**config.mk**
```make
export PLATFORM = sky130hd
export DESIGN_NAME = cordic_sincos_pipe
export DESIGN_NICKNAME = d
export VERILOG_FILES = /design/src/rtl/cordic_pkg.sv /design/src/rtl/cordic_stage.sv /design/src/rtl/cordic_sincos_pipe.sv
export SDC_FILE = /design/constraint.sdc
export NUM_CORES = 2
export LEC_CHECK = 0
export ABC_AREA = 1
export CORE_MARGIN = 4
export CORE_UTILIZATION = 50
export CTS_BUF_LIST = sky130_fd_sc_hd__clkbuf_8
export DETAILED_ROUTE_END_ITERATION = 12
export PLACE_DENSITY_LB_ADDON = 0.1
export SLEW_MARGIN = 15
export SYNTH_ARGS = -nofsm -noshare
export SYNTH_HDL_FRONTEND = slang
export SYNTH_SLANG_ARGS = --single-unit
```
**constraint.sdc**
```tcl
create_clock -name clock -period 33.2 [get_ports clock]
set_input_delay 3.32 -clock clock [delete_from_list [all_inputs] [get_ports clock]]
set_output_delay 3.32 -clock clock [all_outputs]
set_load 0.1 [all_outputs]
```
**src/rtl/cordic_pkg.sv**
```systemverilog
// cordic_pkg: CORDIC constants in Q2.30 and a width-rescaling helper.
// Exports ATAN_TABLE, K_Q30, ANGLE_LIMIT_Q30 and rescale_q30().
package cordic_pkg;

  localparam logic signed [31:0] ATAN_TABLE [0:31] = '{
    32'sd843314857, 32'sd497837829, 32'sd263043837,
    32'sd133525159, 32'sd67021687,  32'sd33543516,
    32'sd16775851,  32'sd8388437,   32'sd4194283,
    32'sd2097149,   32'sd1048576,   32'sd524288,
    32'sd262144,    32'sd131072,    32'sd65536,
    32'sd32768,     32'sd16384,     32'sd8192,
    32'sd4096,      32'sd2048,      32'sd1024,
    32'sd512,       32'sd256,       32'sd128,
    32'sd64,        32'sd32,        32'sd16,
    32'sd8,         32'sd4,         32'sd2,
    32'sd1,         32'sd0
  };

  localparam logic signed [31:0] K_Q30 = 32'sd652032874;
  localparam logic signed [31:0] ANGLE_LIMIT_Q30 =
    32'sd1610612736;

  // Re-express a Q2.30 value with fw fraction bits,
  // rounding half-up when bits are dropped.
  function automatic logic signed [63:0] rescale_q30(
    input logic signed [31:0] v,
    input int                 fw
  );
    logic signed [63:0] w;
    w = {{32{v[31]}}, v};
    if (fw >= 30) return w <<< (fw - 30);
    return (w + (64'sd1 <<< (29 - fw))) >>> (30 - fw);
  endfunction

endpackage

```
**src/rtl/cordic_stage.sv**
```systemverilog
// cordic_stage: one registered CORDIC micro-rotation by 2^-SHIFT.
// Ports: clock/aclr/clk_en; x,y,z,vld,tag,err in; xr..errr out.
module cordic_stage
  import cordic_pkg::*;
#(
  parameter int SHIFT = 0,
  parameter int IW    = 24,
  parameter int TAG_W = 4,
  parameter logic signed [IW-1:0] ATAN_VAL = '0
) (
  input  logic                 clock,
  input  logic                 aclr,
  input  logic                 clk_en,
  input  logic signed [IW-1:0] x,
  input  logic signed [IW-1:0] y,
  input  logic signed [IW-1:0] z,
  input  logic                 vld,
  input  logic [TAG_W-1:0]     tag,
  input  logic                 err,
  output logic signed [IW-1:0] xr,
  output logic signed [IW-1:0] yr,
  output logic signed [IW-1:0] zr,
  output logic                 vldr,
  output logic [TAG_W-1:0]     tagr,
  output logic                 errr
);

  logic                 neg;
  logic signed [IW-1:0] xs;
  logic signed [IW-1:0] ys;

  assign neg = z[IW-1];
  assign xs  = x >>> SHIFT;
  assign ys  = y >>> SHIFT;

  always_ff @(posedge clock or posedge aclr) begin
    if (aclr) begin
      xr   <= '0;
      yr   <= '0;
      zr   <= '0;
      vldr <= 1'b0;
      tagr <= '0;
      errr <= 1'b0;
    end else if (clk_en) begin
      xr   <= neg ? x + ys : x - ys;
      yr   <= neg ? y - xs : y + xs;
      zr   <= neg ? z + ATAN_VAL : z - ATAN_VAL;
      vldr <= vld;
      tagr <= tag;
      errr <= err;
    end
  end

endmodule

```
**src/rtl/cordic_sincos_pipe.sv**
```systemverilog
// cordic_sincos_pipe: pipelined CORDIC cos/sin, Q2.(DATA_W-2).
// Ports: clock/aclr/clk_en, in_valid/angle/in_tag -> out_*.
module cordic_sincos_pipe
  import cordic_pkg::*;
#(
  parameter int DATA_W = 22,
  parameter int STAGES = 16,
  parameter int TAG_W  = 4
) (
  input  logic              clock,
  input  logic              aclr,
  input  logic              clk_en,
  input  logic              in_valid,
  input  logic [DATA_W-1:0] angle,
  input  logic [TAG_W-1:0]  in_tag,
  output logic              out_valid,
  output logic [DATA_W-1:0] cos_out,
  output logic [DATA_W-1:0] sin_out,
  output logic [TAG_W-1:0]  out_tag,
  output logic              out_err
);

  localparam int IW = DATA_W + 2;

  localparam logic signed [DATA_W-1:0] K_SCALED =
    DATA_W'(rescale_q30(K_Q30, DATA_W - 2));
  localparam logic signed [DATA_W-1:0] LIM =
    DATA_W'(rescale_q30(ANGLE_LIMIT_Q30, DATA_W - 2));
  localparam logic signed [DATA_W-1:0] NLIM = -LIM;

  logic signed [IW-1:0] xs [0:STAGES];
  logic signed [IW-1:0] ys [0:STAGES];
  logic signed [IW-1:0] zs [0:STAGES];
  logic                 vs [0:STAGES];
  logic [TAG_W-1:0]     ts [0:STAGES];
  logic                 es [0:STAGES];

  logic signed [DATA_W-1:0] a;
  logic                     range_err;

  assign a         = angle;
  assign range_err = (a > LIM) || (a < NLIM);

  // Out-of-range angles rotate by zero so the
  // sample still lands as cos 1, sin 0.
  assign xs[0] = {K_SCALED, 2'b00};
  assign ys[0] = '0;
  assign zs[0] = range_err ? '0 : {a, 2'b00};
  assign vs[0] = in_valid;
  assign ts[0] = in_tag;
  assign es[0] = range_err;

  for (genvar i = 0; i < STAGES; i++) begin : g_stage
    localparam logic signed [IW-1:0] AV =
      IW'(rescale_q30(ATAN_TABLE[i], DATA_W));
    cordic_stage #(
      .SHIFT   (i),
      .IW      (IW),
      .TAG_W   (TAG_W),
      .ATAN_VAL(AV)
    ) u_stage (
      .clock (clock),
      .aclr  (aclr),
      .clk_en(clk_en),
      .x     (xs[i]),
      .y     (ys[i]),
      .z     (zs[i]),
      .vld   (vs[i]),
      .tag   (ts[i]),
      .err   (es[i]),
      .xr    (xs[i+1]),
      .yr    (ys[i+1]),
      .zr    (zs[i+1]),
      .vldr  (vs[i+1]),
      .tagr  (ts[i+1]),
      .errr  (es[i+1])
    );
  end

  // Drop the guard bits (round half-up) and clamp.
  function automatic logic [DATA_W-1:0] rnd_sat(
    input logic signed [IW-1:0] v
  );
    logic signed [IW:0]   s;
    logic signed [IW-2:0] r;
    s = {v[IW-1], v} + {{(IW-1){1'b0}}, 2'b10};
    r = (IW-1)'(s >>> 2);
    if (r[IW-2] != r[IW-3]) begin
      if (r[IW-2]) return {1'b1, {(DATA_W-1){1'b0}}};
      return {1'b0, {(DATA_W-1){1'b1}}};
    end
    return r[DATA_W-1:0];
  endfunction

  assign cos_out   = rnd_sat(xs[STAGES]);
  assign sin_out   = rnd_sat(ys[STAGES]);
  assign out_valid = vs[STAGES];
  assign out_tag   = ts[STAGES];
  assign out_err   = es[STAGES];

endmodule

```
==> reports/qor.csv <==
stage,metric,value,unit
status,outcome,"complete, no violations",
placed_design,routabilityCongestion,0.9997,
cts,htree_levels,4,
critical_path,worst_ep_arrival_time,4.57,ns
drt,drt-met1-wl,145200,um
cts,ctsRootBufferMaster,clkbuf_8,
cts,cts_made_buffers,202,
sta,period_minus_slack,7.888,ns
synth,synth_nets,14760,
drt,wire_per_inst,18.90,um
sta,setup_tns,0,ns
synth,synth_seq_cells,1093,
floorplanning,dieWidth,446.9,um
flow_run,maxCapViolCount,0,
sta,fin_crit_sh,0.2376,
cts,clk_pin_slew,0.06,ns
critical_path,timing_worst_setup_path_type,flip-flop to output pin,
synth,netlist_area,96330,sq um
global_routing,grt_use_total,0.3059,
global_routing,grt_pass1_wl,494900,um
placed_design,io_buffers,79,
cts,clock_latency,1.01,ns
synth,yosys-top-cells-count,"nand2_1 (3135), inv_1 (1467), o21ai_0 (1307)",
cts,cts_sinks,1093,
critical_path,critical_path_required,29.88,ns
sta,worstMarginPinSlew,1.240,ns
synth,syn_area_per_cell,7.004,sq um
drt,wl,310800,um
sta,hold_viol,0,
drt,highest_layer,met5,
layout,syn2layout_area_growth,7.805,%
floorplanning,rows,160,
sta,whs,0.4713,ns
critical_path,path_cells,ha_1 > nand3_1 > nor2_1 > inv_1 > nor2_1 > inv_1 > nor4_2 > nand2_1 > nand2_1 > nand3_1 > o21ai_0 > clkdlybuf4s50_1,
global_routing,gr-total-overflow,0,
synth,async_flop_share,1.000,
floorplanning,io_pins,80,
drt,firstDrtPassIters,6,
synth,synth_top_area_cell,dfrtp_1,
drt,drc_errors,0,
sta,clock_skew,0.03493,ns
layout,nets,14770,
cts,cts_tree,built,
drt,vias,94080,
cts,cts_hold_buf,0,
floorplanning,core_area,190800,sq um
synth,synth_ff_type,dfrtp_1,
synth,synth_edf_count,0,
drt,viasPerCell,5.721,
drt,ant_nets,0,
sta,fmax,126.8,MHz
drt,drt_iter0_drc,8526,
critical_path,cp-start-kind,flip-flop,
critical_path,max_stage_delay,1.19,ns
sta,rsz0062_at_grt,no,
cts,cts_resized,0,
layout,drive_above_1_share,0.05422,
synth,synth.top_cell.area_share,0.2839,
cts,clk_path_buf_depth,3,
global_routing,grt_start_max_net_pins,255,
floorplanning,start_util,0.5049,
cts,post-cts-setup-buffer-count,0,
synth,ys_seq_area_frac,0.2839,
synth,yosys-top-cells-area,"dfrtp_1 (28%), nand2_1 (12%), ha_1 (12%)",
sta,setup_viol,0,
critical_path,crit_path_end_kind,output pin,
drt,wl_met3,18230,um
critical_path,crit_buf_inv,3,
floorplanning,chipHeight,446.9,um
critical_path,crit_fanout,21,
critical_path,crit_family,simple AND/OR/NAND/NOR gates,
synth,synth.most_common_cell,nand2_1,
synth,synth.distinct_cells,73,
worst_hold_path,hold_path.class,flip-flop to flip-flop,
floorplanning,die-area,199700,sq um
global_routing,grt_pass1_vias,89720,
placed_design,dp_hpwl,246300,um
sta,slew_violations,0,
synth,yosysWarningCount,0,
synth,netlist_instances,13750,
global_routing,grt_antenna_before_repair,10,
critical_path,crit_slowest_cell,clkdlybuf4s50_1,
drt,routed-wl-met2,138400,um
critical_path,r2r_setup_slack,28.52,ns
sta,slew_headroom,0.1664,
## cell type report
class / count / area, sq um
Multi-Input combinational cell: 10850 / 62120
Clock inverter: 114 / 895.9
Timing Repair Buffer: 138 / 1301
Sequential cell: 1093 / 27350
Inverter: 1480 / 5569
Tap cell: 2511 / 3142
Antenna cell: 10 / 25.02
Fill cell: 18810 / 86940
Clock buffer: 250 / 3441
## state kept, by name (all words and copies together), names as in the netlist
| register | count |
|---|---|
| g_stage.u_stage.yr | 359 |
| g_stage.u_stage.xr | 357 |
| g_stage.u_stage.zr | 281 |
| g_stage.u_stage.tagr | 64 |
| g_stage.u_stage.errr | 16 |
| g_stage.u_stage.vldr | 16 |
## worst paths after layout
check / cells after the start / endpoint / start
worst min register to register: 2 / g_stage[0].u_stage.tagr[2]$_DFFE_PP0P_ / g_stage[0].u_stage.tagr[2]$_DFFE_PP0P_
min in group asynchronous: 2 / g_stage[15].u_stage.xr[22]$_DFFE_PP0P_ / aclr
max in group asynchronous: 6 / g_stage[11].u_stage.zr[14]$_DFFE_PP0P_ / aclr
worst max-delay path: 12 / cos_out[8] / g_stage[15].u_stage.xr[1]$_DFFE_PP0P_
worst max register to register: 23 / g_stage[7].u_stage.yr[23]$_DFFE_PP0P_ / g_stage[6].u_stage.xr[7]$_DFFE_PP0P_
worst min-delay path: 2 / g_stage[0].u_stage.tagr[2]$_DFFE_PP0P_ / g_stage[0].u_stage.tagr[2]$_DFFE_PP0P_
## cell families (layout without fill, tap and decap cells)
kind of cell | Yosys count | in the layout | share of synthesized area
multiplexers | 1 | 1 | 0.0001169
buffers and inverters | 1811 | 1982 | 0.07117
flip-flops | 1093 | 1093 | 0.2839
adder cells (fa/ha/maj) | 973 | 973 | 0.1297
AND/OR/NAND/NOR | 5909 | 5909 | 0.2609
XOR/XNOR | 752 | 752 | 0.06837
other | 0 | 10 | 0
AO/OA/AOI/OAI | 3215 | 3215 | 0.1858
## layout by cell type, fill, tap and decap left out, drive strengths merged, types with 60 or more instances in the layout
| cell | netlist | layout |
|---|---|---|
| buf | 45 | 60 |
| or2 | 320 | 320 |
| clkbuf | 286 | 250 |
| dfrtp | 1093 | 1093 |
| a21o | 69 | 69 |
| nand2 | 3137 | 3137 |
| nand4 | 199 | 199 |
| a31oi | 294 | 294 |
| nand3 | 662 | 662 |
| ha | 931 | 931 |
| o21ai | 1354 | 1354 |
| nor3 | 230 | 230 |
| clkdlybuf4s50 | 0 | 78 |
| a21oi | 1062 | 1062 |
| o31ai | 60 | 60 |
| inv | 1478 | 1548 |
| nor2 | 1259 | 1259 |
| xnor2 | 232 | 232 |
| xor2 | 520 | 520 |
## routing by layer
metal / global-route usage / up-vias
li1: - / 46410
met1: 0.4327 / 44430
met2: 0.4891 / 2780
met3: 0.04198 / 457
met4: 0.08703 / 4
met5: 0 / -
## worst min-delay path: stages, from the launching register on
cell	delay (ns)
dfrtp_1	0.34
nand2_1	0.05
nand2_1	0.05
## through the flow
step                      setup WS (ns)  instances    util  instance area, sq um
after floorplan                   14.80      13750       -                 96330
after global placement            25.62      16070  0.5215                 99480
after detailed placement          25.54      16070  0.5215                 99480
after CTS                         25.25      16440  0.5442                103800
after global routing              24.85      16440  0.5443                103800
final                             25.31      16450  0.5443                103800
Power is left out: the tool's default activity adds up to more than one toggle a clock period on the data nets, which glitch-free logic cannot reach.
